===== src/rtl/alu_agent_pkg.sv =====
// Shared ALU agent types.
// Operation encoding seen by the ALU and its drivers.
package alu_agent_pkg;

    typedef enum logic [1:0] {
        ADD = 2'd0,
        SUB = 2'd1,
        MUL = 2'd2,
        DIV = 2'd3
    } op_type_t;

endpackage


===== src/rtl/alu_tracker_pkg.sv =====
// Request tracker types.
// Default-width request bundle and issue FSM states.
package alu_tracker_pkg;
    import alu_agent_pkg::*;

    localparam int OP_W = $bits(op_type_t);

    typedef struct packed {
        logic [15:0] val1;
        logic [15:0] val2;
        op_type_t    mode;
        logic [31:0] id;
    } alu_req_t;

    typedef enum logic [1:0] {
        IDLE  = 2'd0,
        DRIVE = 2'd1,
        GAP   = 2'd2
    } iss_state_t;

endpackage


===== src/rtl/alu_req_tracker_if.sv =====
// Request, ALU and response bundle of the tracker.
// slave = tracker side, master = source/ALU side.
interface alu_req_tracker_if #(
    parameter int DATA_W  = 16,
    parameter int ID_W    = 32,
    parameter int MAX_OUT = 4
);
    import alu_agent_pkg::*;

    localparam int CNT_W = $clog2(MAX_OUT + 1);

    logic              req_valid;
    logic              req_ready;
    logic [DATA_W-1:0] req_val1;
    logic [DATA_W-1:0] req_val2;
    op_type_t          req_mode;
    logic [ID_W-1:0]   req_id;

    logic [DATA_W-1:0] val1;
    logic [DATA_W-1:0] val2;
    op_type_t          mode;
    logic [ID_W-1:0]   txn_id;
    logic              valid_i;

    logic              valid_o;
    logic [DATA_W-1:0] result;
    logic [ID_W-1:0]   result_id;

    logic              rsp_valid;
    logic [ID_W-1:0]   rsp_id;
    logic [DATA_W-1:0] rsp_val1;
    logic [DATA_W-1:0] rsp_val2;
    op_type_t          rsp_mode;
    logic [DATA_W-1:0] rsp_result;
    logic              rsp_timeout;
    logic              err_unexpected;
    logic [CNT_W-1:0]  outstanding;

    modport slave (
        input  req_valid, req_val1, req_val2, req_mode, req_id,
        input  valid_o, result, result_id,
        output req_ready, val1, val2, mode, txn_id, valid_i,
        output rsp_valid, rsp_id, rsp_val1, rsp_val2, rsp_mode,
        output rsp_result, rsp_timeout, err_unexpected, outstanding
    );

    modport master (
        output req_valid, req_val1, req_val2, req_mode, req_id,
        output valid_o, result, result_id,
        input  req_ready, val1, val2, mode, txn_id, valid_i,
        input  rsp_valid, rsp_id, rsp_val1, rsp_val2, rsp_mode,
        input  rsp_result, rsp_timeout, err_unexpected, outstanding
    );

endinterface


===== src/rtl/alu_req_fifo.sv =====
// Synchronous FIFO for queued ALU requests.
// Count-based full/empty; DEPTH must be a power of 2.
module alu_req_fifo #(
    parameter int W     = 8,
    parameter int DEPTH = 4,
    parameter int CW    = $clog2(DEPTH + 1)
) (
    input  logic          clk,
    input  logic          rst_n,
    input  logic          push,
    input  logic [W-1:0]  wdata,
    input  logic          pop,
    output logic [W-1:0]  rdata,
    output logic          full,
    output logic          empty,
    output logic [CW-1:0] count
);
    localparam int AW = $clog2(DEPTH);

    logic [W-1:0]  mem [DEPTH];
    logic [AW-1:0] wr_ptr;
    logic [AW-1:0] rd_ptr;

    assign rdata = mem[rd_ptr];
    assign full  = (count == CW'(DEPTH));
    assign empty = (count == '0);

    // Pointer and occupancy bookkeeping.
    always_ff @(posedge clk or negedge rst_n) begin
        if (!rst_n) begin
            wr_ptr <= '0;
            rd_ptr <= '0;
            count  <= '0;
        end else begin
            if (push) wr_ptr <= wr_ptr + AW'(1);
            if (pop)  rd_ptr <= rd_ptr + AW'(1);
            count <= count + CW'(push) - CW'(pop);
        end
    end

    // Entry storage; contents are don't-care while unoccupied.
    always_ff @(posedge clk) begin
        if (push) mem[wr_ptr] <= wdata;
    end

endmodule


===== src/rtl/alu_req_tracker.sv =====
// Queues tagged ALU requests, issues them one per two cycles and
// tracks outstanding ones until an id-matched result or timeout.
module alu_req_tracker
    import alu_agent_pkg::*;
    import alu_tracker_pkg::*;
#(
    parameter int DATA_W  = 16,
    parameter int ID_W    = 32,
    parameter int DEPTH   = 4,
    parameter int MAX_OUT = 4,
    parameter int TIMEOUT = 64
) (
    input logic         clk,
    input logic         rst_n,
    alu_req_tracker_if.slave bus
);
    localparam int CNT_W  = $clog2(MAX_OUT + 1);
    localparam int SLOT_W = (MAX_OUT > 1) ? $clog2(MAX_OUT) : 1;
    localparam int AGE_W  = $clog2(TIMEOUT + 1);
    localparam int FCW    = $clog2(DEPTH + 1);
    localparam logic [AGE_W-1:0] AGE_MAX = {AGE_W{1'b1}};
    localparam logic [AGE_W-1:0] AGE_EXP = AGE_W'(TIMEOUT - 1);

    typedef struct packed {
        logic [DATA_W-1:0] val1;
        logic [DATA_W-1:0] val2;
        op_type_t          mode;
        logic [ID_W-1:0]   id;
    } ent_t;

    iss_state_t        state;
    logic              run_q;
    logic              valid_q;
    ent_t              drv_q;
    ent_t              push_ent;
    ent_t              head;
    ent_t              issue_ent;
    logic              push;
    logic              pop;
    logic              full;
    logic              empty;
    logic [FCW-1:0]    fcnt;
    logic              issue_ok;

    logic [MAX_OUT-1:0] occ;
    ent_t               slot [MAX_OUT];
    logic [AGE_W-1:0]   age  [MAX_OUT];
    logic [MAX_OUT-1:0] hit;
    logic [MAX_OUT-1:0] expd;
    logic               any_hit;
    logic               any_free;
    logic               ret;
    logic [SLOT_W-1:0]  free_idx;
    logic [SLOT_W-1:0]  hit_idx;
    logic [SLOT_W-1:0]  exp_idx;
    logic [SLOT_W-1:0]  ret_idx;
    logic [CNT_W-1:0]   busy_cnt;

    logic               rsp_valid_q;
    ent_t               rsp_q;
    logic [DATA_W-1:0]  rsp_res_q;
    logic               rsp_to_q;
    logic               err_q;

    assign push_ent = '{val1: bus.req_val1, val2: bus.req_val2,
                        mode: bus.req_mode, id: bus.req_id};
    assign bus.req_ready = run_q && !full;
    assign push      = bus.req_valid && bus.req_ready;
    assign pop       = (state == DRIVE);
    // An empty FIFO forwards the entry being pushed this cycle.
    assign issue_ent = empty ? push_ent : head;
    assign issue_ok  = ((fcnt != '0) || push) && any_free;

    alu_req_fifo #(
        .W     ($bits(ent_t)),
        .DEPTH (DEPTH)
    ) u_fifo (
        .clk   (clk),
        .rst_n (rst_n),
        .push  (push),
        .wdata (push_ent),
        .pop   (pop),
        .rdata (head),
        .full  (full),
        .empty (empty),
        .count (fcnt)
    );

    // Slot lookup: lowest free, lowest hit, lowest expired, occupancy.
    always_comb begin
        hit      = '0;
        expd     = '0;
        free_idx = '0;
        hit_idx  = '0;
        exp_idx  = '0;
        busy_cnt = '0;
        for (int i = MAX_OUT - 1; i >= 0; i--) begin
            hit[i]  = occ[i] && bus.valid_o
                      && (slot[i].id == bus.result_id);
            expd[i] = occ[i] && (age[i] >= AGE_EXP);
            if (!occ[i]) free_idx = SLOT_W'(i);
            if (hit[i])  hit_idx  = SLOT_W'(i);
            if (expd[i]) exp_idx  = SLOT_W'(i);
            busy_cnt = busy_cnt + CNT_W'(occ[i]);
        end
        any_free = ~&occ;
        any_hit  = |hit;
        ret      = any_hit || (|expd);
        ret_idx  = any_hit ? hit_idx : exp_idx;
    end

    // Issue FSM: one-cycle valid_i pulse followed by a mandatory gap.
    always_ff @(posedge clk or negedge rst_n) begin
        if (!rst_n) begin
            state   <= IDLE;
            run_q   <= 1'b0;
            valid_q <= 1'b0;
            drv_q   <= '0;
        end else begin
            run_q <= 1'b1;
            unique case (state)
                IDLE, GAP: begin
                    if (issue_ok) begin
                        state   <= DRIVE;
                        valid_q <= 1'b1;
                        drv_q   <= issue_ent;
                    end else begin
                        state   <= IDLE;
                    end
                end
                DRIVE: begin
                    state   <= GAP;
                    valid_q <= 1'b0;
                end
                default: begin
                    state   <= IDLE;
                    valid_q <= 1'b0;
                end
            endcase
        end
    end

    // Scoreboard: aging, allocation on issue, one retirement per cycle.
    always_ff @(posedge clk or negedge rst_n) begin
        if (!rst_n) begin
            occ         <= '0;
            rsp_valid_q <= 1'b0;
            rsp_q       <= '0;
            rsp_res_q   <= '0;
            rsp_to_q    <= 1'b0;
            err_q       <= 1'b0;
            for (int i = 0; i < MAX_OUT; i++) begin
                slot[i] <= '0;
                age[i]  <= '0;
            end
        end else begin
            for (int i = 0; i < MAX_OUT; i++) begin
                if (occ[i] && (age[i] != AGE_MAX))
                    age[i] <= age[i] + AGE_W'(1);
            end
            if (ret) occ[ret_idx] <= 1'b0;
            // The issue cycle itself counts as age 0.
            if (pop) begin
                occ[free_idx]  <= 1'b1;
                age[free_idx]  <= AGE_W'(1);
                slot[free_idx] <= drv_q;
            end
            rsp_valid_q <= ret;
            err_q       <= bus.valid_o && !any_hit;
            if (ret) begin
                rsp_q     <= slot[ret_idx];
                rsp_res_q <= any_hit ? bus.result : '0;
                rsp_to_q  <= !any_hit;
            end
        end
    end

    assign bus.valid_i        = valid_q;
    assign bus.val1           = drv_q.val1;
    assign bus.val2           = drv_q.val2;
    assign bus.mode           = drv_q.mode;
    assign bus.txn_id         = drv_q.id;
    assign bus.rsp_valid      = rsp_valid_q;
    assign bus.rsp_id         = rsp_q.id;
    assign bus.rsp_val1       = rsp_q.val1;
    assign bus.rsp_val2       = rsp_q.val2;
    assign bus.rsp_mode       = rsp_q.mode;
    assign bus.rsp_result     = rsp_res_q;
    assign bus.rsp_timeout    = rsp_to_q;
    assign bus.err_unexpected = err_q;
    assign bus.outstanding    = busy_cnt;

endmodule


===== src/flat_wrapper.sv =====
// flat-port wrapper written by rule: the top's interface ports become plain ports
module alu_req_tracker_flat import alu_agent_pkg::*; import alu_tracker_pkg::*;
#(
    parameter int DATA_W  = 16,
    parameter int ID_W    = 32,
    parameter int DEPTH   = 4,
    parameter int MAX_OUT = 4,
    parameter int TIMEOUT = 64
)
  (clk, rst_n, bus_req_valid, bus_req_val1, bus_req_val2, bus_req_mode, bus_req_id, bus_valid_o, bus_result, bus_result_id, bus_req_ready, bus_val1, bus_val2, bus_mode, bus_txn_id, bus_valid_i, bus_rsp_valid, bus_rsp_id, bus_rsp_val1, bus_rsp_val2, bus_rsp_mode, bus_rsp_result, bus_rsp_timeout, bus_err_unexpected, bus_outstanding);
  alu_req_tracker_if #(.DATA_W(DATA_W), .ID_W(ID_W), .MAX_OUT(MAX_OUT)) bus_i ();
  input logic clk;
  input logic rst_n;
  input wire logic [$bits(bus_i.req_valid)-1:0] bus_req_valid;
  input wire logic [$bits(bus_i.req_val1)-1:0] bus_req_val1;
  input wire logic [$bits(bus_i.req_val2)-1:0] bus_req_val2;
  input wire logic [$bits(bus_i.req_mode)-1:0] bus_req_mode;
  input wire logic [$bits(bus_i.req_id)-1:0] bus_req_id;
  input wire logic [$bits(bus_i.valid_o)-1:0] bus_valid_o;
  input wire logic [$bits(bus_i.result)-1:0] bus_result;
  input wire logic [$bits(bus_i.result_id)-1:0] bus_result_id;
  output wire logic [$bits(bus_i.req_ready)-1:0] bus_req_ready;
  output wire logic [$bits(bus_i.val1)-1:0] bus_val1;
  output wire logic [$bits(bus_i.val2)-1:0] bus_val2;
  output wire logic [$bits(bus_i.mode)-1:0] bus_mode;
  output wire logic [$bits(bus_i.txn_id)-1:0] bus_txn_id;
  output wire logic [$bits(bus_i.valid_i)-1:0] bus_valid_i;
  output wire logic [$bits(bus_i.rsp_valid)-1:0] bus_rsp_valid;
  output wire logic [$bits(bus_i.rsp_id)-1:0] bus_rsp_id;
  output wire logic [$bits(bus_i.rsp_val1)-1:0] bus_rsp_val1;
  output wire logic [$bits(bus_i.rsp_val2)-1:0] bus_rsp_val2;
  output wire logic [$bits(bus_i.rsp_mode)-1:0] bus_rsp_mode;
  output wire logic [$bits(bus_i.rsp_result)-1:0] bus_rsp_result;
  output wire logic [$bits(bus_i.rsp_timeout)-1:0] bus_rsp_timeout;
  output wire logic [$bits(bus_i.err_unexpected)-1:0] bus_err_unexpected;
  output wire logic [$bits(bus_i.outstanding)-1:0] bus_outstanding;
  assign bus_i.req_valid = bus_req_valid;
  assign bus_i.req_val1 = bus_req_val1;
  assign bus_i.req_val2 = bus_req_val2;
  assign bus_i.req_mode = bus_req_mode;
  assign bus_i.req_id = bus_req_id;
  assign bus_i.valid_o = bus_valid_o;
  assign bus_i.result = bus_result;
  assign bus_i.result_id = bus_result_id;
  assign bus_req_ready = bus_i.req_ready;
  assign bus_val1 = bus_i.val1;
  assign bus_val2 = bus_i.val2;
  assign bus_mode = bus_i.mode;
  assign bus_txn_id = bus_i.txn_id;
  assign bus_valid_i = bus_i.valid_i;
  assign bus_rsp_valid = bus_i.rsp_valid;
  assign bus_rsp_id = bus_i.rsp_id;
  assign bus_rsp_val1 = bus_i.rsp_val1;
  assign bus_rsp_val2 = bus_i.rsp_val2;
  assign bus_rsp_mode = bus_i.rsp_mode;
  assign bus_rsp_result = bus_i.rsp_result;
  assign bus_rsp_timeout = bus_i.rsp_timeout;
  assign bus_err_unexpected = bus_i.err_unexpected;
  assign bus_outstanding = bus_i.outstanding;
  alu_req_tracker #(.DATA_W(DATA_W), .ID_W(ID_W), .DEPTH(DEPTH), .MAX_OUT(MAX_OUT), .TIMEOUT(TIMEOUT)) u_core (.clk(clk), .rst_n(rst_n), .bus(bus_i));
endmodule

===== config.mk =====
export PLATFORM = sky130hd
export DESIGN_NAME = alu_req_tracker_flat
export DESIGN_NICKNAME = d
export VERILOG_FILES = /design/src/rtl/alu_agent_pkg.sv /design/src/rtl/alu_tracker_pkg.sv /design/src/rtl/alu_req_tracker_if.sv /design/src/rtl/alu_req_fifo.sv /design/src/rtl/alu_req_tracker.sv /design/src/flat_wrapper.sv
export SDC_FILE = /design/constraint.sdc
export NUM_CORES = 1
export LEC_CHECK = 0
export CAP_MARGIN = 20
export CELL_PAD_IN_SITES_DETAIL_PLACEMENT = 0
export CELL_PAD_IN_SITES_GLOBAL_PLACEMENT = 2
export CORE_AREA = 8 8 331 333
export DETAILED_ROUTE_END_ITERATION = 10
export DIE_AREA = 0 0 339 341
export PLACE_DENSITY = 0.7
export SLEW_MARGIN = 20
export SYNTH_ARGS = -nofsm -noshare
export SYNTH_HDL_FRONTEND = slang
export SYNTH_HIERARCHICAL = 1
export SYNTH_SLANG_ARGS = --single-unit

===== constraint.sdc =====
create_clock -name clk -period 3.2 [get_ports clk]
set_input_delay 0.64 -clock clk [delete_from_list [all_inputs] [get_ports clk]]
set_output_delay 0.64 -clock clk [all_outputs]
set_load 0.05 [all_outputs]

==> results of run 1 <==
==> layer usage <==
metal / vias to the layer above / global-route usage [%] / wire length [µm]
met5: - / 0 / 13
met4: 2 / 5.02 / 2310
met3: 125 / 2.63 / 4280
met2: 439 / 25.4 / 43900
met1: 10100 / 21.9 / 43000
li1: 8831 / - / -
==> cells in the mapped netlist (all sizes together) (17+ instances only) <==
library cell,number,area [µm²]
a21oi,17,85.1
a221oi,65,820
buf,53,367
clkbuf,73,274
dfrtp,458,11500
edfxtp,264,7930
inv,81,304
mux2,265,2980
mux2i,70,701
mux4,66,1490
nand2,181,679
nand4,30,188
nor2,99,372
o21ai,155,776
o22ai,66,413
xnor2,102,893
xor2,49,429
==> stage by stage <==
| stage | std cells | setup TNS [ps] | utilization (%) | total power, mW | hold slack, ps |
|---|---|---|---|---|---|
| finish | 4056 | 0 | 37.8 | 45.6 | 469 |
| global route | 4047 | 0 | 37.8 | 48.0 | 507 |
| CTS | 4042 | -55.0 | 37.7 | 46.2 | 482 |
| detailed placement | 3886 | -63850 | 34.9 | 35.9 | 472 |
| global placement | 3886 | -65930 | 34.9 | 35.4 | 468 |
| floorplan | 2194 | 0 | - | 27.7 | 344 |
==> worst max-delay path: cells and delay by family <==
family / cells / cell delay, ps
AOI/OAI and AO/OA: 3 / 600
buffers and inverters: 3 / 990
and+or+nand+nor: 4 / 1170
xor gates and xnor gates: 1 / 260
==> logic make-up after synthesis <==
family	after synthesis
buf+inv	207
flops	722
other cells	1
compound gates	324
xor+xnor	151
simple gates	373
mux	401
fa+ha+maj	15
==> power breakdown <==
group	switching, mW	leakage [nW]	internal [mW]
clock network	3.94	1.42	6.08
registers	3.03	8.19	12.6
logic	11.6	5.89	8.30
total	18.6	15.5	27.0
==> path summary, 6_finish.rpt <==
check / slack, ps / depth (start not counted) / endpoint / from
setup reg to reg: 250 / 10 / u_core/bus.rsp_val1[10] / u_core/slot[206]
hold reg to reg: 470 / 1 / u_core/state[1] / u_core/state[1]
hold / removal: 470 / 1 / u_core/state[1] / u_core/state[1]
min in group asynchronous: 540 / 2 / u_core/bus.txn_id[9] / rst_n
max in group asynchronous: 1690 / 3 / u_core/bus.txn_id[30] / rst_n
setup / recovery: 50 / 11 / u_core/bus.rsp_val1[10] / bus_result_id[21]
==> sequential cells by signal (all words and copies together) (netlist names), 2 cells and up <==
signal / cells
u_core/bus.rsp_val1: 16
u_core/slot: 264
u_core/u_fifo/wr_ptr: 2
u_core/state: 2
u_core/bus.val1: 16
u_core/u_fifo/rd_ptr: 2
u_core/u_fifo/mem: 264
u_core/bus.rsp_id: 32
u_core/bus.val2: 16
u_core/bus.txn_id: 32
u_core/bus.rsp_mode: 2
u_core/age: 28
u_core/u_fifo/count: 3
u_core/bus.mode: 2
u_core/bus.rsp_result: 16
u_core/occ: 4
u_core/bus.rsp_val2: 16
==> layout make-up <==
| class | count | area [µm²] |
|---|---|---|
| timing repair buffer | 432 | 4340 |
| fill | 9823 | 64900 |
| antenna | 10 | 25.0 |
| multi-input combinational | 1265 | 10800 |
| tap | 1391 | 1740 |
| inverter | 81 | 304 |
| clock buffer | 113 | 2300 |
| clock inverter | 42 | 611 |
| sequential | 722 | 19400 |
==> timing repair <==
| action | 4_1_cts | 5_1_grt |
|---|---|---|
| endpoints found under the hold margin | 13 | 0 |
| pin swaps | 0 | 0 |
| setup endpoints to repair | 60 | 13 |
| gates resized for setup | 6 | 5 |
| hold buffers | 1 | 0 |
| cloned | 0 | 0 |
| setup buffers | 0 | 4 |
==> reports/results.ini, run 1 <==
[worst_setup_path]
cp_cell_sequence = clkdlybuf4s50_1 -> xor2_1 -> nor4_1 -> buf_4 -> nand4_1 -> or3_1 -> nor4_4 -> a21o_1 -> a21oi_4 -> buf_12 -> a221oi_1
crit_required_ps = 3720
start_kind = input pin
crit_fanout = 34
slowest_delay_ps = 570
cp_slowest_cell = clkdlybuf4s50_1
path_class = in2reg
end_kind = flop
arrival_ps = 3680

[placement]
place.gp.congestion = 0.844
port_buffers = 273
post-place-ws_ps = -840
hpwlAfterDp_um = 63500
dpl-instance-area_um2 = 36500

[detailed_routing]
drcViolationCount = 0
vias = 19500
ant_nets = 0
routed_wl_um = 93600
drt_first_pass_iters = 5
first_iter_violations = 1268
wl_per_cell_um = 23.1
via_per_inst = 4.80

[final_layout]
stdcell_area_um2 = 39500
final_common_cell = dfrtp_1
layout_common_cells = 454 x dfrtp_1, 268 x clkdlybuf4s50_1, 264 x edfxtp_1
drive_gt1_share_pct = 26.0
area.growth.synth_to_final_pct = 27.6
nets = 2719

[die]
fp.dieW_um = 339
io_pins = 274
die_area_um2 = 116000
core-area_um2 = 104000
initial_core_util_pct = 29.7
fp.dieH_um = 341
num_rows = 119

[yosys]
synth_fp_nets = 2327
netlist-cell-type-count = 53
synth_mux_area_share_pct = 16.7
netlist_area_um2 = 30900
async_flop_share_pct = 63.4
yosysWarnings = 6
synth_top_family_by_area = multiplexers
syn_inst = 2194
syn_avg_cell_area_um2 = 14.1
ys_seq_area_share_pct = 62.6
synth-seq-cells = 722
synthAdderAreaFrac_pct = 0.655
yosys.area_share.simple_pct = 5.32
synth_edf_count = 264
synth_compound_area_share_pct = 7.33
synth_xor_area_share_pct = 4.27
synth_top_flop_cell = dfrtp_1

[job]
cap_violations = 0

[clock_network]
cts_tree = yes
clk_pin_slew_ps = 50
htreeDepth = 3
clk_latency_ps = 650
clockBufferDepth = 3
cts_sinks = 722
cts_buffers = 84
cts_root_buf = clkbuf_16

[sta]
tightestPinTransition_ps = 743
max_freq_mhz = 317
fin_ws_ps = 45.3
setup_viol = 0
period_needed_ps = 3150
hold_viol = 0
rsz0062_at_grt = no
slew_viol_final = 0
skew_ps = 26.1
maxSlewHeadroom_pct = 50.5
period_share_pct = 98.6

[global_route]
grt_first_pass_wirelength_um = 140000
grt_remaining_overflow = 0
grt_use_total_pct = 15.8
antenna_found_initial = 5
grt_max_degree = 81
grt_pass1_vias = 20800

[run_status]
status = complete, no violations

[pwr]
power.leakage_nw = 15.5
powerDensity_nw_per_um2 = 1150
vdd_drop_max_mv = 0.849

[hold_path]
hold_class = reg2reg

Power figures use the tool's default switching activity.
==> run 2, diff against run 1 <==
--- a/config.mk
+++ b/config.mk
@@ -12,6 +12,7 @@
 export DETAILED_ROUTE_END_ITERATION = 10
 export DIE_AREA = 0 0 339 341
 export PLACE_DENSITY = 0.7
+export REMOVE_ABC_BUFFERS = 1
 export SLEW_MARGIN = 20
 export SYNTH_ARGS = -nofsm -noshare
 export SYNTH_HDL_FRONTEND = slang
==> run 2 against run 1 <==
Final area shrank 0.24%; clock-buffer cell count rose by 13; clock skew grew 0.99 ps; critical path depth down 5; clock power down 8%; fmax rose by 1.3%; first-iteration DRC count rose by 3.9%; routed wire length up 2.9%; cell count is 0.25% lower; sequential share of layout area rose by 0.12 points; total power decreased by 1.3%; setup slack gained 42 ps.
==> reports/results.ini, run 2 (synthesized netlist as in run 1, its figures left out) <==
[die]
fp.dieW_um = 339
num_rows = 119
io_pins = 274
core-area_um2 = 104000
initial_core_util_pct = 29.7
fp.dieH_um = 341
die_area_um2 = 116000

[sta]
tightestPinTransition_ps = 762
slew_viol_final = 0
max_freq_mhz = 321
hold_viol = 0
maxSlewHeadroom_pct = 49.1
period_needed_ps = 3110
rsz0062_at_grt = yes
period_share_pct = 97.3
skew_ps = 27.1
setup_viol = 0

[detailed_routing]
vias = 19600
via_per_inst = 4.86
drcViolationCount = 0
first_iter_violations = 1318
routed_wl_um = 96200
drt_first_pass_iters = 7
wl_per_cell_um = 23.8
ant_nets = 0

[worst_setup_path]
crit_buf_inv = 3
critPathTopFamily = adder cells
slowest_delay_ps = 580
path_class = reg2out
start_kind = flop
crit_required_ps = 2560
arrival_ps = 2470
cp_slowest_cell = fa_1
cp_cell_sequence = inv_1 -> fa_1 -> inv_1 -> ha_1 -> ha_1 -> buf_12
end_kind = output pin
crit_fanout = 4

[pwr]
powerDensity_nw_per_um2 = 1140
power.leakage_nw = 15.4
vdd_drop_max_mv = 0.932

[clock_network]
clk_latency_ps = 640
htreeDepth = 3
cts_root_buf = clkbuf_16
clk_pin_slew_ps = 60
clockBufferDepth = 3
cts_sinks = 722
cts_tree = yes
cts_buffers = 83

[global_route]
grt_use_total_pct = 16.3
grt_max_degree = 91
antenna_found_initial = 10
grt_first_pass_wirelength_um = 144000
grt_remaining_overflow = 0
grt_pass1_vias = 21100

[final_layout]
area.growth.synth_to_final_pct = 27.3
postLayoutCoreUtil_pct = 37.7
drive_gt1_share_pct = 25.4
nets = 2717
final_common_cell = dfrtp_1
stdcell_area_um2 = 39400
reg.largest.list = u_core/slot x264, u_core/u_fifo/mem x264
layout_common_cells = 454 x dfrtp_1, 268 x clkdlybuf4s50_1, 264 x edfxtp_1

[run_status]
status = complete, no violations

[placement]
dpl-instance-area_um2 = 36600
port_buffers = 273
place.gp.congestion = 0.857
hpwlAfterDp_um = 65500

[hold_path]
hold_class = reg2reg

[job]
cap_violations = 0

[run 2: cell types whose count changed in the layout (fill, tap and decap cells not counted), moves of 5 or more]
cell and delta:
buf_12 +14, buf_4 -15, clkinv_1 +5, clkinv_2 -8, bufinv_16 -10, clkbuf_1 +7
diode_2 -5
[run 2: layout make-up]
class / count / area [µm²]
Multi-Input combinational cell: 1265 / 10800
Inverter: 81 / 304
Fill cell: 9801 / 65000
Clock buffer: 126 / 2440
Timing Repair Buffer: 431 / 4540
Clock inverter: 25 / 190
Sequential cell: 722 / 19400
Tap cell: 1391 / 1740
Antenna cell: 5 / 12.5
[run 2: worst paths after layout]
| check | cells after the start | end | slack (ps) | from |
|---|---|---|---|---|
| worst max-delay path | 6 | bus_outstanding[1] | 90 | u_core/occ[0] |
| worst min-delay path | 1 | u_core/bus.valid_i | 490 | u_core/state[0] |
| worst max register to register | 12 | u_core/bus.rsp_val2[3] | 300 | u_core/slot[75] |
| worst min register to register | 1 | u_core/bus.valid_i | 490 | u_core/state[0] |
| max in group asynchronous | 3 | u_core/slot[45] | 1670 | rst_n |
| min in group asynchronous | 2 | u_core/bus.rsp_result[0] | 570 | rst_n |
[run 2: stage by stage]
stage / setup WS (ps) / instances / hold slack (ps) / power (mW) / setup TNS, ps
finish: 87.2 / 4046 / 491 / 45.0 / 0
global route: -4.64 / 4042 / 515 / 47.6 / -4.64
CTS: 29.1 / 4039 / 493 / 45.5 / 0
detailed placement: -736 / 3887 / 490 / 36.0 / -53330
global placement: -695 / 3887 / 482 / 35.4 / -49380
floorplan: -7560 / 2068 / 344 / 27.2 / -1609590
[run 2: repair_timing]
action,in CTS,in global routing
endpoints found under the setup margin,41,60
hold buffers,1,0
cloned,0,1
hold endpoints to repair,8,0
setup buffers,0,1
pin swaps,0,1
resized for setup,4,5
[run 2: where the power goes]
part	switching, mW	internal [mW]	leakage (nW)
registers	2.74	12.6	8.19
logic	11.9	8.54	5.93
clock network	3.81	5.42	1.28
total	18.4	26.6	15.4
[run 2: metal layers]
layer	vias up	global-route usage (%)	wire length (µm)
met4	0	4.92	2490
li1	8810	-	-
met3	122	3.77	5650
met5	-	0	0
met1	10200	22.3	43700
met2	520	26.0	44400
==> run 3, diff against run 2 <==
--- a/config.mk
+++ b/config.mk
@@ -13,6 +13,7 @@
 export DIE_AREA = 0 0 339 341
 export PLACE_DENSITY = 0.7
 export REMOVE_ABC_BUFFERS = 1
+export SKIP_LAST_GASP = 1
 export SLEW_MARGIN = 20
 export SYNTH_ARGS = -nofsm -noshare
 export SYNTH_HDL_FRONTEND = slang
==> run 3 against run 2 <==
Sequential power is essentially flat; utilization is essentially flat; via count grew 0.16%; routed wire length is essentially flat; non-clock buffer count grew 3; die area is the same; setup slack lost 2.6 ps; sequential share of layout area is essentially flat; global-route usage is the same; cell count is essentially flat; clock skew shrank 0.61 ps; hold slack is essentially flat; critical endpoint unchanged.
==> reports/results.ini, run 3 (synthesized netlist as in run 1, its figures left out) <==
[run_status]
status = complete, no violations

[clock_network]
cts_root_buf = clkbuf_16
cts_buffers = 83
clockBufferDepth = 3
cts_sinks = 722
htreeDepth = 3
clk_pin_slew_ps = 60
cts_tree = yes
clk_latency_ps = 640

[worst_setup_path]
rr_startpoint = u_core/slot[75]
arrival_ps = 2480
crit_fanout = 4
crit_end = bus_outstanding[1]
reg2reg_to = u_core/bus.rsp_val2[3]
end_kind = output pin
reg2reg_slack_ps = 270
critical_path.startpoint = u_core/occ[0]
r2r_cells = 12
crit_required_ps = 2560
path_class = reg2out
start_kind = flop

[final_layout]
num-fill-cells = 9801
final_common_cell = dfrtp_1
stdcell_count = 4049
final-seq-area_um2 = 19400
layout_common_cells = 454 x dfrtp_1, 267 x clkdlybuf4s50_1, 264 x edfxtp_1
nets = 2720
multi_input_area_um2 = 10800
reg.largest.list = u_core/slot x264, u_core/u_fifo/mem x264
drive_gt1_share_pct = 25.4
area.growth.synth_to_final_pct = 27.3

[placement]
port_buffers = 273
place_inst = 3887
place.gp.congestion = 0.857
hpwlAfterDp_um = 65500

[global_route]
grt_use_total_pct = 16.3
antenna_found_initial = 10
grt_max_degree = 91
grt_first_pass_wirelength_um = 144000
grt_remaining_overflow = 0
grt_pass1_vias = 21100

[detailed_routing]
highest_layer = met4
routed_wl_um = 96200
wl_met1_um = 43500
vias = 19700
first_iter_violations = 1408
wl_met3_um = 5700
dr_wl_met2_um = 44500
ant_nets = 0
drt_first_pass_iters = 5
via_per_inst = 4.86
drcViolationCount = 0
wl_per_cell_um = 23.8

[hold_path]
hold_class = reg2reg
whs_path_depth = 1
min_from = u_core/state[0]

[sta]
whs_ps = 491
maxSlewHeadroom_pct = 48.9
hold_viol = 0
slew_viol_final = 0
tns_ps = 0
period_share_pct = 97.4
rsz0062_at_grt = yes
period_needed_ps = 3120
tightestPinTransition_ps = 764
max_freq_mhz = 321
setup_viol = 0
skew_ps = 26.4

[die]
initial_core_util_pct = 29.7
num_rows = 119
die_area_um2 = 116000
fp.dieW_um = 339
fp.dieH_um = 341
core-area_um2 = 104000
io_pins = 274

[pwr]
powerDensity_nw_per_um2 = 1140
p_total_mw = 45.0
vdd_drop_max_mv = 0.932
power.leakage_nw = 15.4

[job]
cap_violations = 0

## run 3: cell type report
cell class	instances	area share (%)
inverters	81	0.772
flip-flops and latches	722	49.2
diodes	5	0.0318
clock buffers	126	6.20
well taps	1391	4.42
multi-input cells	1265	27.3
repair buffers	434	11.6
clock inverters	25	0.483
## run 3: how the worst min path moves through the flow
stage               slack (ps)                   endpoint
floorplan                  340              u_core/age[0]
global placement           480            u_core/slot[60]
detailed placement         490            u_core/slot[59]
CTS                        490  u_core/bus.rsp_result[12]
global route               520           u_core/slot[245]
finish                     490         u_core/bus.valid_i
## run 3: worst max-delay path, stage by stage (launching register included)
cell and delay, ps:
dfrtp_1 420, inv_1 130, fa_1 580, inv_1 50
ha_1 180, ha_1 330, buf_12 160
## run 3: repair_timing
action	CTS	global route
gates cloned	0	1
hold endpoints to repair	8	0
resized for setup	2	6
hold buffers	1	0
endpoints found under the setup margin	41	61
pin swaps	0	1
setup buffers	0	4
## run 3: metal layers
metal / up-vias / global-route usage [%]
met2: 536 / 26.0
met1: 10200 / 22.3
li1: 8825 / -
met5: - / 0
met3: 118 / 3.77
met4: 0 / 4.92
## run 3: power breakdown
group	switching, mW	internal [mW]	leakage [nW]
clock network	3.80	5.42	1.28
logic	11.9	8.56	5.95
registers	2.73	12.6	8.19
## run 3: through the flow
step                util (%)  instance area, µm²  setup WS, ps
finish                  37.8               39400          84.6
global route            37.7               39400         -32.7
CTS                     37.6               39300         -16.5
detailed placement      35.1               36600          -736
global placement        35.1               36600          -695
floorplan                  -               30300         -7560
